[src/rtl/argo_fifo.sv]
// argo_fifo: single-clock FIFO channel with registered read data and a 1-cycle read latency.
// Define ARGO_FIFO_DEBUG_EN to add simulation traces tagged with FIFO_ID and sticky overflow/underflow flags.
module argo_fifo #(
    parameter int ADDR_WIDTH = 4,
    parameter int DATA_WIDTH = 32,
    parameter int DEPTH      = 16,
    parameter int FIFO_ID    = 0
) (
    input  logic                  clk,
    input  logic                  rst,
    input  logic                  rd_en,
    output logic [DATA_WIDTH-1:0] rd_data,
    input  logic                  wr_en,
    input  logic [DATA_WIDTH-1:0] wr_data,
    output logic                  full,
    output logic                  empty
);
    localparam logic [ADDR_WIDTH-1:0] LAST_PTR = ADDR_WIDTH'(DEPTH - 1);
    localparam logic [ADDR_WIDTH-1:0] PTR_ONE  = ADDR_WIDTH'(1);
    localparam logic [ADDR_WIDTH:0]   CNT_FULL = (ADDR_WIDTH + 1)'(DEPTH);
    localparam logic [ADDR_WIDTH:0]   CNT_ONE  = (ADDR_WIDTH + 1)'(1);

    logic [DATA_WIDTH-1:0] r_mem [DEPTH];
    logic [ADDR_WIDTH-1:0] r_wr_ptr;
    logic [ADDR_WIDTH-1:0] r_rd_ptr;
    logic [ADDR_WIDTH:0]   r_count;
    logic                  w_wr_acc;
    logic                  w_rd_acc;

    assign full     = r_count == CNT_FULL;
    assign empty    = r_count == '0;
    assign w_wr_acc = wr_en && !full;
    assign w_rd_acc = rd_en && !empty;

    // Storage is never cleared; reset only forgets it through the pointers.
    always_ff @(posedge clk) begin
        if (!rst && w_wr_acc)
            r_mem[r_wr_ptr] <= wr_data;
    end

    always_ff @(posedge clk) begin
        if (rst) begin
            r_wr_ptr <= '0;
            r_rd_ptr <= '0;
            r_count  <= '0;
            rd_data  <= '0;
        end else begin
            if (w_wr_acc)
                r_wr_ptr <= (r_wr_ptr == LAST_PTR) ? '0 : r_wr_ptr + PTR_ONE;
            if (w_rd_acc) begin
                r_rd_ptr <= (r_rd_ptr == LAST_PTR) ? '0 : r_rd_ptr + PTR_ONE;
                rd_data  <= r_mem[r_rd_ptr];
            end
            r_count <= (w_wr_acc && !w_rd_acc) ? r_count + CNT_ONE :
                       (w_rd_acc && !w_wr_acc) ? r_count - CNT_ONE : r_count;
        end
    end

`ifdef ARGO_FIFO_DEBUG_EN
    logic [31:0] r_cycle;
    logic        r_ovf_seen;
    logic        r_unf_seen;

    always_ff @(posedge clk) begin
        if (rst) begin
            r_cycle    <= '0;
            r_ovf_seen <= 1'b0;
            r_unf_seen <= 1'b0;
        end else begin
            r_cycle <= r_cycle + 32'd1;
            if (wr_en && full)
                r_ovf_seen <= 1'b1;
            if (rd_en && empty)
                r_unf_seen <= 1'b1;
        end
    end

    always_ff @(posedge clk) begin
        if (!rst) begin
            if (w_wr_acc)
                $display("[argo_fifo %0d @%0d] write data=%h wr_ptr=%0d", FIFO_ID, r_cycle, wr_data, r_wr_ptr);
            if (w_rd_acc)
                $display("[argo_fifo %0d @%0d] read data=%h rd_ptr=%0d", FIFO_ID, r_cycle, r_mem[r_rd_ptr], r_rd_ptr);
            if (wr_en && full)
                $display("[argo_fifo %0d @%0d] overflow attempt", FIFO_ID, r_cycle);
            if (rd_en && empty)
                $display("[argo_fifo %0d @%0d] underflow attempt", FIFO_ID, r_cycle);
        end
    end
`endif
endmodule

[config.mk]
export PLATFORM = sky130hd
export DESIGN_NAME = argo_fifo
export DESIGN_NICKNAME = d
export VERILOG_FILES = /design/src/rtl/argo_fifo.sv
export SDC_FILE = /design/constraint.sdc
export NUM_CORES = 1
export LEC_CHECK = 0
export ABC_AREA = 0
export BUFFER_PORTS_ARGS = -buffer_cell sky130_fd_sc_hd__buf_2
export CAP_MARGIN = 25
export CORE_MARGIN = 2
export CORE_UTILIZATION = 25
export DETAILED_ROUTE_END_ITERATION = 8
export PLACE_DENSITY_LB_ADDON = 0.12
export SYNTH_ARGS = -nofsm -noshare
export SYNTH_HDL_FRONTEND = slang
export SYNTH_SLANG_ARGS = --single-unit
export TNS_END_PERCENT = 100
[constraint.sdc]
create_clock -name clk -period 4.3 [get_ports clk]
set_input_delay 1.075 -clock clk [delete_from_list [all_inputs] [get_ports clk]]
set_output_delay 1.075 -clock clk [all_outputs]
set_load 0.03 [all_outputs]
==> results.sh, run 1 <==
export IMPL_pwr_share_comb=0.162
export IMPL_grt_first_pass_wirelength_um=79630
export IMPL_slowest_stage="or4_4"
export IMPL_irDropWorstVdd_uv=246.2
export IMPL_fin_area_um2=25660
export IMPL_ys_ff_latch=557
export IMPL_fin_skew_ps=28.49
export IMPL_muxShareOfSynthArea=0.1421
export IMPL_wirelength_um=54420
export IMPL_cts_hold_buf=0
export IMPL_finalSetupViolCount=0
export IMPL_insertion_delay_ps=590
export IMPL_intPower_w=0.01038
export IMPL_rsz0062_at_grt="no"
export IMPL_powerDensity_nw_per_um2=549.4
export IMPL_fmax_mhz=340.3
export IMPL_status="complete, no violations"
export IMPL_ys_seq_area_frac=0.7523
export IMPL_place_ws_ps=806.0
export IMPL_cts_buffer_depth=3
export IMPL_wl_per_cell_um=22.20
export IMPL_synth_compound_area_frac=0.04199
export IMPL_cts_tree="yes"
export IMPL_layout_common_cells="edfxtp_1 (512), mux2i_1 (162), nor2_1 (81)"
export IMPL_grt_start_max_net_pins=78
export IMPL_antenna_found_initial=0
export IMPL_dp_hpwl_um=32560
export IMPL_numPortBuffers=69
export IMPL_place_area_um2=23520
export IMPL_seq_power_share=0.448
export IMPL_drc=0
export IMPL_syn_inst=1144
export IMPL_chipWidth_um=298.2
export IMPL_clock_sinks=557
export IMPL_drive_gt1_frac=0.2594
export IMPL_cts_clk_slew_worst_paths_ps=60
export IMPL_yosysUniqueCellTypes=39
export IMPL_cp_end_kind="flop"
export IMPL_firstDrtPassIters=4
export IMPL_numCtsBuffers=67
export IMPL_ant_nets=0
export IMPL_synthAdderAreaFrac=0.006709
export IMPL_cp_max_fo=5
export IMPL_cp_num_cells=10
export IMPL_synth_area_um2=21630
export IMPL_crit_family="multiplexers"
export IMPL_syn_nets=1191
export IMPL_place_gp_congestion=0.6776
export IMPL_maxCapViolations=0
export IMPL_p_leak_nw=7.929
export IMPL_critical_path_buf_inv_count=2
export IMPL_post_cts_buffers=0
export IMPL_reg2reg_depth=10
export IMPL_hold_path_cell_count=2
export IMPL_grt_usage=0.1229
export IMPL_start_util=0.2533
export IMPL_area_delta_synth_final_pct=18.61
export IMPL_synth_area_per_cell_um2=18.91
export IMPL_cts_resized=0
export IMPL_hold_path_class="flop to flop"
export IMPL_finalHoldViolations=0
export IMPL_cts_htree_levels=3
export IMPL_switching_share=0.2638
export IMPL_path_cells="or4_4, o21a_4, inv_1, ha_1, inv_1, ha_1, a21o_1, a21oi_1, mux2i_1, mux2_2"
export IMPL_crit_type="flop to flop"
export IMPL_worst_slack_ps=1362
export IMPL_first_global_vias=11093
export IMPL_die_area_um2=88900
export IMPL_synth_xor_area_frac=0.002024
export IMPL_cp_arrival_ps=3420
export IMPL_core_um2=85410
export IMPL_ioPinCount=70
export IMPL_dr_total_vias=10501
export IMPL_power_frac_clock=0.391
export IMPL_postLayoutCoreUtil=0.3004
export IMPL_synth_top_family_by_area="multiplexers"
export IMPL_period_share=0.6833
export IMPL_dp_cells=2332
export IMPL_yosys_warnings=0
export IMPL_worstSetupStartpointType="flop"
export IMPL_slew_viol_final=0
export IMPL_cpPeakStageDelay_ps=550
export IMPL_layout_nets=1304
export IMPL_drt_iter0_drc=635
export IMPL_root_buffer="clkbuf_16"
export IMPL_synth_simple_area_share=0.03505
export IMPL_layout_cells_non_filler=2452
export IMPL_worst_slew_pin_slew_ps=821.0
export IMPL_fp_dieH_um=298.2
export IMPL_final_setup_tns_ps=0
export IMPL_num_rows=107
export IMPL_p_sw_w=0.003719
export IMPL_required_ps=4790
export IMPL_slew_headroom=0.4526
export IMPL_viasPerCell=4.283
export IMPL_finalCriticalPeriod_ps=2938
export IMPL_final_common_cell="edfxtp_1"
export IMPL_overflow=0
layout make-up:
class / count / area [µm²]
Fill cell: 8509 / 59750
Sequential cell: 557 / 16290
Multi-Input combinational cell: 513 / 5070
Clock buffer: 93 / 1888
Tap cell: 1144 / 1431
Timing Repair Buffer: 111 / 700.7
Clock inverter: 26 / 252.7
Inverter: 7 / 26.28
Antenna cell: 1 / 2.502
flip-flops by register name (all words and copies together) (netlist names):
signal,cells
r_wr_ptr,4
r_mem,512
r_rd_ptr,4
rd_data,32
r_count,5
logic make-up (layout without fill, tap and decap cells):
group	count (synthesis)	after routing
flip-flops	557	557
multiplexers	227	227
AND/OR/NAND/NOR	156	156
AO/OA/AOI/OAI	114	114
buffers and inverters	74	237
adder cells (fa/ha/maj)	11	11
XOR/XNOR	5	5
other	0	1
worst paths after layout:
check,slack (ps),to,start
worst max register to register,1360,r_count[4],r_count[0]
worst min register to register,500,rd_data[31],rd_data[31]
worst min-delay path,500,rd_data[31],rd_data[31]
worst max-delay path,1360,r_count[4],r_count[0]
synthesized netlist by cell type (all sizes together):
master	instances	area (µm²)
mux2i	162	1622
inv	7	26.28
a31oi	1	6.260
a21boi	1	11.26
a21oi	11	55.05
mux2	1	11.26
nand2	12	45.04
nor2	93	349.1
a211oi	32	390.4
nand3b	1	7.510
or2	1	6.260
a41oi	1	8.760
o21a	1	15.01
nor2b	2	12.51
nand3	2	10.01
xor2	5	43.79
mux4	64	1441
edfxtp	512	15370
buf	46	322.8
nor3	38	275.3
and2	1	6.260
nor4	1	6.260
fa	1	20.02
o21ai	1	5.000
or3b	1	8.760
a311oi	1	8.760
dfxtp	45	900.9
nand2b	2	12.51
clkbuf	21	78.83
o22ai	64	400.4
ha	10	125.1
a21o	1	7.510
or4	2	18.77
power groups by stage:
stage,Clock [W],Sequential [W],Combinational (W)
after global routing,0.00589,0.00635,0.00248
after global placement,0,0.00644,0.00235
final,0.00551,0.00631,0.00228
after floorplan,0,0.00655,0.00153
after CTS,0.00569,0.00633,0.00235
after detailed placement,0,0.00644,0.00235
routing by layer:
layer	GRT usage	wire [µm]	vias up
met2	0.2019	26330	173
met3	0.02319	1687	74
met1	0.1654	25310	5435
met5	0	0	-
met4	0.03494	1094	0
li1	-	-	4819
worst register-to-register path: cells and delay by family, from the launching register on:
family          cells  cell delay (ps)
mux                 2              580
compound gates      3              550
flops               1              350
simple gates        1              550
buf+inv             2              260
fa+ha+maj           2              540
metrics by stage:
stage | power [W] | hold WS (ps)
after floorplan | 0.008078 | 518.8
after global placement | 0.008792 | 493.4
after detailed placement | 0.008783 | 490.6
after CTS | 0.01437 | 498.8
after global routing | 0.01472 | 528.3
final | 0.01410 | 496.5
Power figures use the tool's default switching activity.
==> inputs of run 2 (changes only) <==
- clock period: 4.3 -> 2.7 ns (I/O delays scaled with it)
==> run 2 against run 1 <==
Compared with the run above:
- register-to-register slack worse by 1200 ps
- largest cell class unchanged
- non-clock buffer count is 46 higher
- clock power is 52% higher
- routed wire length is 0.49% lower
- global-route usage hardly changed
- combinational power is 76% higher
- critical path depth is 1 higher
- first-iteration DRC count is 17% lower
- largest power group unchanged
- clock-buffer cell count is 4 lower
- die area stayed put
- sequential share of layout area is 1.7 points lower
==> results.sh, run 2 (synthesis gave the netlist of run 1 again) <==
export IMPL_status="complete, no violations"
export IMPL_worst_slack_ps=113.7
export IMPL_drt_iter0_drc=530
export IMPL_cts_hold_buf=0
export IMPL_hold_path_class="input port to flop"
export IMPL_wirelength_um=54150
export IMPL_grt_start_max_net_pins=47
export IMPL_required_ps=3190
export IMPL_first_global_vias=11553
export IMPL_fin_area_um2=26380
export IMPL_insertion_delay_ps=600
export IMPL_largestRegisters="r_mem: 512 flops, rd_data: 32 flops, r_count: 5 flops"
export IMPL_total_power_w=0.02237
export IMPL_finalHoldViolations=0
export IMPL_rsz0062_at_grt="no"
export IMPL_wl_per_cell_um=21.70
export IMPL_layout_cells_non_filler=2496
export IMPL_final_setup_tns_ps=0
export IMPL_met3_length_um=1723
export IMPL_dr_total_vias=10763
export IMPL_finalSetupViolCount=0
export IMPL_highest_layer="met4"
export IMPL_fp_dieH_um=298.2
export IMPL_cp_arrival_ps=3080
export IMPL_fmax_mhz=386.7
export IMPL_dp_cells=2378
export IMPL_worst_slew_pin_slew_ps=856.0
export IMPL_grt_usage=0.1230
export IMPL_place_gp_congestion=0.6870
export IMPL_seq_power_share=0.447
export IMPL_powerDensity_nw_per_um2=847.9
export IMPL_slew_headroom=0.4293
export IMPL_crit_type="flop to flop"
export IMPL_antenna_found_initial=1
export IMPL_fill_cells=8427
export IMPL_cp_max_fo=2
export IMPL_ant_nets=0
export IMPL_p_sw_w=0.005986
export IMPL_cts_htree_levels=3
export IMPL_area_delta_synth_final_pct=21.93
export IMPL_fin_skew_ps=27.41
export IMPL_cp_end_kind="flop"
export IMPL_cts_buffer_depth=3
export IMPL_intPower_w=0.01638
export IMPL_cts_tree="yes"
export IMPL_start_util=0.2533
export IMPL_cts_clk_slew_worst_paths_ps=60
export IMPL_core_um2=85410
export IMPL_numCtsBuffers=67
export IMPL_pwr_share_comb=0.180
export IMPL_ioPinCount=70
export IMPL_place_area_um2=24340
export IMPL_layout_common_cells="edfxtp_1 (512), mux2i_1 (162), nor2_1 (81)"
export IMPL_switching_share=0.2676
export IMPL_slew_viol_final=0
export IMPL_clock_sinks=557
export IMPL_power_frac_clock=0.374
export IMPL_firstDrtPassIters=6
export IMPL_largest_reg_flops=512
export IMPL_final_common_cell="edfxtp_1"
export IMPL_grt_first_pass_wirelength_um=80460
export IMPL_root_buffer="clkbuf_16"
export IMPL_die_area_um2=88900
export IMPL_chipWidth_um=298.2
export IMPL_met2_length_um=26820
export IMPL_viasPerCell=4.312
export IMPL_layout_nets=1350
export IMPL_worstSetupStartpointType="flop"
export IMPL_finalCriticalPeriod_ps=2586
export IMPL_overflow=0
export IMPL_maxCapViolations=0
export IMPL_numPortBuffers=69
export IMPL_largest_register="r_mem"
export IMPL_wl_met1_um=24480
export IMPL_num_rows=107
export IMPL_place_ws_ps=-6.708
export IMPL_drive_gt1_frac=0.2850
export IMPL_p_leak_nw=8.203
export IMPL_irDropWorstVdd_uv=442.2
export IMPL_dp_hpwl_um=32610
export IMPL_drc=0
export IMPL_period_share=0.9579
## run 2: cell type report
class | count | area [µm²] | share of cell area
Antenna cell | 1 | 2.502 | 0.00009487
Clock buffer | 89 | 1790 | 0.06788
Clock inverter | 28 | 216.5 | 0.008206
Inverter | 7 | 26.28 | 0.0009961
Multi-Input combinational cell | 513 | 5101 | 0.1934
Sequential cell | 557 | 16290 | 0.6175
Tap cell | 1144 | 1431 | 0.05426
Timing Repair Buffer | 157 | 1521 | 0.05768
## run 2: path summary, 6_finish.rpt
kind,startpoint,end,slack (ps),cells past startpoint
setup reg to reg,r_count[0],r_count[4],110,11
setup / recovery,r_count[0],r_count[4],110,11
hold reg to reg,rd_data[31],rd_data[31],510,2
hold / removal,wr_data[6],r_mem[2][6],470,1
## run 2: worst max-delay path, stage by stage (launching register included)
cell and delay, ps:
dfxtp_1 310, or4_4 530, o21a_4 210, inv_2 70, ha_4 140, buf_4 120, fa_2 200, inv_1 40
a21o_1 160, a21oi_2 140, mux2i_1 210, mux2_2 340
## run 2: power groups by stage
stage / logic (W) / registers, W / clock network (W)
floorplan: 0.00244 / 0.0104 / 0
global placement: 0.00411 / 0.0102 / 0
detailed placement: 0.00410 / 0.0102 / 0
CTS: 0.00413 / 0.0100 / 0.00868
global route: 0.00439 / 0.0100 / 0.00898
finish: 0.00402 / 0.00999 / 0.00836
## run 2: routing by layer
layer	global-route usage	up-vias
met3	0.02290	74
met1	0.1617	5621
li1	-	4911
met2	0.2081	157
met4	0.03230	0
met5	0	-
## run 2: through the flow
stage	util	hold slack, ps
4_1_cts	0.3085	429.9
3_5_place_dp	0.2849	501.5
6_report	0.3088	471.5
2_1_floorplan	-	518.8
5_1_grt	0.3088	457.9
3_3_place_gp	0.2849	495.2
## run 2: repair_timing
item	in CTS	in global routing
setup endpoints to repair	1	1
pin swaps	0	1
gates resized for setup	1	6
gates cloned	0	0
setup buffers	0	0
